`src/rtl/dbus_arbiter.sv`:
```
`default_nettype none
// ============================================================================
// Module      : dbus_arbiter
// Description : Two-master data bus arbiter. The CPU MEM stage owns the bus
//               by default; a DMA master borrows idle CPU cycles, and a
//               bounded wait counter forces a one-cycle CPU stall so the DMA
//               master cannot be starved.
// Revision    : 1.0 - initial release
// ============================================================================
module dbus_arbiter #(
  parameter int MAX_WAIT = 4,
  parameter int WAIT_W   = 8
) (
  input  logic        clk,
  input  logic        reset,
  input  logic        i_cpu_rd,
  input  logic        i_cpu_wr,
  input  logic [31:0] i_cpu_addr,
  input  logic [31:0] i_cpu_wdata,
  output logic [31:0] o_cpu_rdata,
  output logic        o_cpu_stall,
  input  logic        i_dma_req,
  input  logic        i_dma_wr,
  input  logic [31:0] i_dma_addr,
  input  logic [31:0] i_dma_wdata,
  output logic        o_dma_ack,
  output logic [31:0] o_dma_rdata,
  output logic        o_bus_rd,
  output logic        o_bus_wr,
  output logic [31:0] o_bus_addr,
  output logic [31:0] o_bus_wdata,
  input  logic [31:0] i_bus_rdata
);

  typedef enum logic [1:0] {
    S_IDLE = 2'd0,
    S_WAIT = 2'd1,
    S_ACK  = 2'd2
  } state_t;

  localparam logic [WAIT_W-1:0] c_MAX_WAIT = WAIT_W'(MAX_WAIT);
  localparam logic [WAIT_W-1:0] c_ONE      = WAIT_W'(1);

  state_t              r_state;
  logic [WAIT_W-1:0]   r_wait_cnt;
  logic                r_dma_ack;
  logic [31:0]         r_dma_rdata;

  logic w_cpu_act;
  logic w_cnt_full;
  logic w_steal;
  logic w_force;
  logic w_dma_on;

  // Grant decode: DMA takes idle CPU cycles, or forces once the wait budget is spent
  always_comb begin
    w_cpu_act  = i_cpu_rd | i_cpu_wr;
    w_cnt_full = (r_wait_cnt >= c_MAX_WAIT);
    w_steal    = 1'b0;
    w_force    = 1'b0;
    if (!reset && i_dma_req) begin
      if ((r_state == S_IDLE || r_state == S_WAIT) && !w_cpu_act) begin
        w_steal = 1'b1;
      end
      if (r_state == S_WAIT && w_cpu_act && w_cnt_full) begin
        w_force = 1'b1;
      end
    end
    w_dma_on = w_steal | w_force;
  end

  // Bus mux: CPU strobes never reach the bus while the DMA master owns it
  always_comb begin
    if (w_dma_on) begin
      o_bus_rd    = ~i_dma_wr;
      o_bus_wr    = i_dma_wr;
      o_bus_addr  = i_dma_addr;
      o_bus_wdata = i_dma_wdata;
    end else begin
      o_bus_rd    = i_cpu_rd;
      o_bus_wr    = i_cpu_wr;
      o_bus_addr  = i_cpu_addr;
      o_bus_wdata = i_cpu_wdata;
    end
  end

  assign o_cpu_rdata = i_bus_rdata;
  assign o_cpu_stall = w_force;
  assign o_dma_ack   = r_dma_ack;
  assign o_dma_rdata = r_dma_rdata;

  // Arbitration FSM, wait counter, ack pulse and captured DMA read data
  always_ff @(posedge clk) begin
    if (reset) begin
      r_state     <= S_IDLE;
      r_wait_cnt  <= '0;
      r_dma_ack   <= 1'b0;
      r_dma_rdata <= '0;
    end else begin
      r_dma_ack <= w_dma_on;
      if (w_dma_on && !i_dma_wr) begin
        r_dma_rdata <= i_bus_rdata;
      end
      case (r_state)
        S_IDLE: begin
          if (i_dma_req) begin
            if (!w_cpu_act) begin
              r_state <= S_ACK;
            end else begin
              r_wait_cnt <= c_ONE;
              r_state    <= S_WAIT;
            end
          end
        end
        S_WAIT: begin
          if (!i_dma_req) begin
            // Request withdrawn before service: forget it
            r_wait_cnt <= '0;
            r_state    <= S_IDLE;
          end else if (!w_cpu_act || w_cnt_full) begin
            r_wait_cnt <= '0;
            r_state    <= S_ACK;
          end else begin
            r_wait_cnt <= r_wait_cnt + c_ONE;
          end
        end
        S_ACK: begin
          // Request line is not sampled here; a held request restarts next cycle
          r_state <= S_IDLE;
        end
        default: begin
          r_wait_cnt <= '0;
          r_state    <= S_IDLE;
        end
      endcase
    end
  end

endmodule
`default_nettype wire

```
`config.mk`:
```
export PLATFORM = sky130hd
export DESIGN_NAME = dbus_arbiter
export DESIGN_NICKNAME = d
export VERILOG_FILES = /design/src/rtl/dbus_arbiter.sv
export SDC_FILE = /design/constraint.sdc
export NUM_CORES = 1
export LEC_CHECK = 0
export ABC_AREA = 1
export CAP_MARGIN = 20
export CORE_AREA = 4 4 114 116
export CTS_CLUSTER_SIZE = 12
export DETAILED_ROUTE_END_ITERATION = 12
export DIE_AREA = 0 0 118 120
export MAX_ROUTING_LAYER = met4
export PLACE_DENSITY = 0.71
export SETUP_SLACK_MARGIN = 0.1
export SYNTH_ARGS = -nofsm -noshare
export SYNTH_HDL_FRONTEND = slang
export SYNTH_SLANG_ARGS = --single-unit
```
`constraint.sdc`:
```
create_clock -name clk -period 2.8 [get_ports clk]
set_input_delay 0.56 -clock clk [delete_from_list [all_inputs] [get_ports clk]]
set_output_delay 0.56 -clock clk [all_outputs]
set_load 0.02 [all_outputs]
```
==> impl_metrics.toml <==
[final_layout]
drive_gt1_frac = 0.119
fillers = 1230
multi_input_area_sq_um = 1520
final_nets = 1008
area_delta_synth_final_pct = 98.7
diodes = 0
seq_area_sq_um = 861

[drt]
drt_wl_total_mm = 14.0
via_count = 4004
drc = 0
ant_nets = 0
wl_per_cell_um = 14.1
dr.pass1.iters = 4
drt_iter0_markers = 157
avgViaCountPerCell = 4.05

[clocking]
clk_path_buf_depth = 2
postCtsHoldBufs = 0
cts.sinks = 43
tritoncts = "done"
cts-root-buf = "clkbuf_16"
htree_levels = 2
clk_latency_ps = 280
path_clk_slew_ps = 60
cts_buffers = 5

[floorplanning]
core_sq_um = 11900
rows = 40
die_y_um = 120
ios = 298
initial_core_util = 0.267
dieWidth_um = 118
die-area_sq_um = 14200

[power]
p_switching_mw = 0.627
p_seq_frac = 0.312
ir_drop_uv = 241
leakagePower_nw = 3.12
p_int_mw = 1.43
sw_frac_of_total = 0.305
power-per-cell-area_nw_per_um2 = 325
combPwrFrac = 0.403
p_clk_frac = 0.285

[setup_path]
critPathCaptureType = "output port"
worstPathRequired_ps = 2240
r2r-end = "o_dma_rdata[12]$_SDFFE_PP0P_"
crit_type = "in -> out"
reg2regPathDepth = 8
crit-reg2reg-launch = "r_state[0]$_SDFFE_PP0P_"
startpoint_type = "input pin"
ff2ff_setup_slack_ps = 1120
crit_fanout = 33
cp.arrival_ps = 1970

[timing]
worst_pin_slew_ps = 342
drv_slew = 0
post-route-min-period_ps = 2530
fin_skew_ps = 6.15
tns_ps = 0
slew_headroom = 0.772
hold_viol = 0
grt_setup_unrepaired = "no"
fmax_mhz = 395
timing.hold.ws_ps = 440
finalCritPeriodShare = 0.905
finalSetupViolCount = 0
fin_ws_ps = 266

[synth]
synth_seq_cells = 43
synth.distinct_cells = 24
seq_area_frac_synth = 0.270
postSynthCellCount = 578
synth_nets = 746
ys_warn_count = 0
syn_area_sq_um = 3180
syn_avg_cell_area_sq_um = 5.51

[worst_hold_path]
hold_start = "r_wait_cnt[4]$_SDFFE_PP0P_"
holdPathEnd = "r_wait_cnt[4]$_SDFFE_PP0P_"
hold-path-cell-count = 2
hp-class = "reg -> reg"

[grt]
grt_overflow = 0
grt_pass1_wl_mm = 20.4
grt_usage = 0.184
antenna_found_initial = 0
grt_pass1_vias = 3811
grt_max_degree = 36

[placed_design]
io_buffer_count = 297
place_ws_ps = -379
place_congestion = 0.787
dp_hpwl_mm = 10.8

[run_status]
outcome = "completed"

[run]
cap_violations = 0
-- through the flow --
step / power, mW / instance area, sq um / cells / util
global route: 2.16 / 6330 / 988 / 0.531
global placement: 1.50 / 6080 / 975 / 0.510
finish: 2.05 / 6330 / 988 / 0.531
detailed placement: 1.49 / 6080 / 975 / 0.510
CTS: 2.07 / 6310 / 987 / 0.530
floorplan: 1.02 / 3180 / 578 / -
-- synthesized netlist by cell type --
library cell	n	area, sq um
a211oi_1	1	7.51
a21oi_1	2	10.0
a21oi_4	1	16.3
buf_1	2	7.51
buf_2	15	75.1
buf_4	36	270
buf_6	1	11.3
clkbuf_1	8	30.0
clkinv_1	1	3.75
clkinv_2	1	5.00
dfxtp_1	43	861
ha_1	2	25.0
inv_1	109	409
inv_2	1	3.75
nand2_1	268	1010
nand2_2	2	12.5
nand3_1	3	15.0
nand3_2	2	20.0
nand4_1	32	200
nor2_1	42	158
nor3_1	1	5.00
o21a_1	1	7.51
o21ai_0	3	15.0
xor2_1	1	8.76
-- area by class of cell --
type	count	area share
inverter	112	0.0674
clock buffer	7	0.0225
timing repair buffer	317	0.504
sequential	43	0.136
tap	147	0.0291
multi-input combinational	361	0.240
clock inverter	1	0.00138
-- power by group through the flow --
stage	registers, mW	logic [mW]	clock network [mW]
finish	0.640	0.828	0.585
global route	0.642	0.890	0.629
CTS	0.640	0.830	0.604
detailed placement	0.653	0.842	0
global placement	0.653	0.842	0
floorplan	0.672	0.347	0
-- sequential cells by signal (all words and copies together), names as in the netlist --
signal and cells:
o_dma_rdata 32, r_wait_cnt 8, o_dma_ack 1, r_state 2
-- logic make-up after synthesis --
logic type      Yosys count  synth area share
compound gates            8            0.0177
fa+ha+maj                 2           0.00786
flops                    43             0.270
xor+xnor                  1           0.00275
buf+inv                 174             0.256
simple gates            350             0.445
-- critical path, stage by stage --
cell	delay, ps
dlygate4sd2_1	210
buf_4	120
nand3_2	80
a21oi_4	180
buf_8	250
nand3_2	140
o21a_1	120
dlygate4sd2_1	310
-- how the worst max path moves through the flow --
stage	slack [ps]	cells past startpoint	startpoint	end
floorplan	570	10	reset	o_bus_addr[0]
global placement	-390	9	i_cpu_wr	o_bus_addr[18]
detailed placement	-380	9	i_cpu_wr	o_bus_addr[18]
CTS	100	10	i_cpu_rd	o_bus_wdata[7]
global route	180	10	i_dma_req	o_bus_addr[31]
finish	270	8	i_dma_req	o_bus_wr
-- cell usage in the layout (no fill, tap or decap), types with 2 or more instances in the layout --
cell type	n
o21ai_0	3
ha_1	2
nand3_2	2
nand3_1	3
inv_1	108
clkdlybuf4s50_1	227
nand2_2	2
nor2_1	41
nand2_1	267
buf_8	3
clkdlybuf4s15_2	36
clkbuf_16	6
dlygate4sd2_1	4
a21oi_1	2
buf_2	19
dfxtp_1	43
nand4_1	32
buf_12	2
buf_16	3
clkdlybuf4s15_1	2
buf_6	3
buf_4	16
-- timing repair --
action | in CTS | in global routing
pin swaps | 3 | 2
buffers inserted | 1 | 0
gates cloned | 3 | 1
gates resized for setup | 226 | 11
endpoints found under the setup margin | 66 | 62
-- layer usage --
| metal | vias up | GRT usage | share of wire |
|---|---|---|---|
| li1 | 2178 | - | - |
| met5 | - | - | 0 |
| met4 | 0 | 0.0293 | 0.0091 |
| met2 | 130 | 0.322 | 0.50 |
| met3 | 8 | 0.0603 | 0.075 |
| met1 | 1688 | 0.211 | 0.42 |
Power figures use the tool's default switching activity.
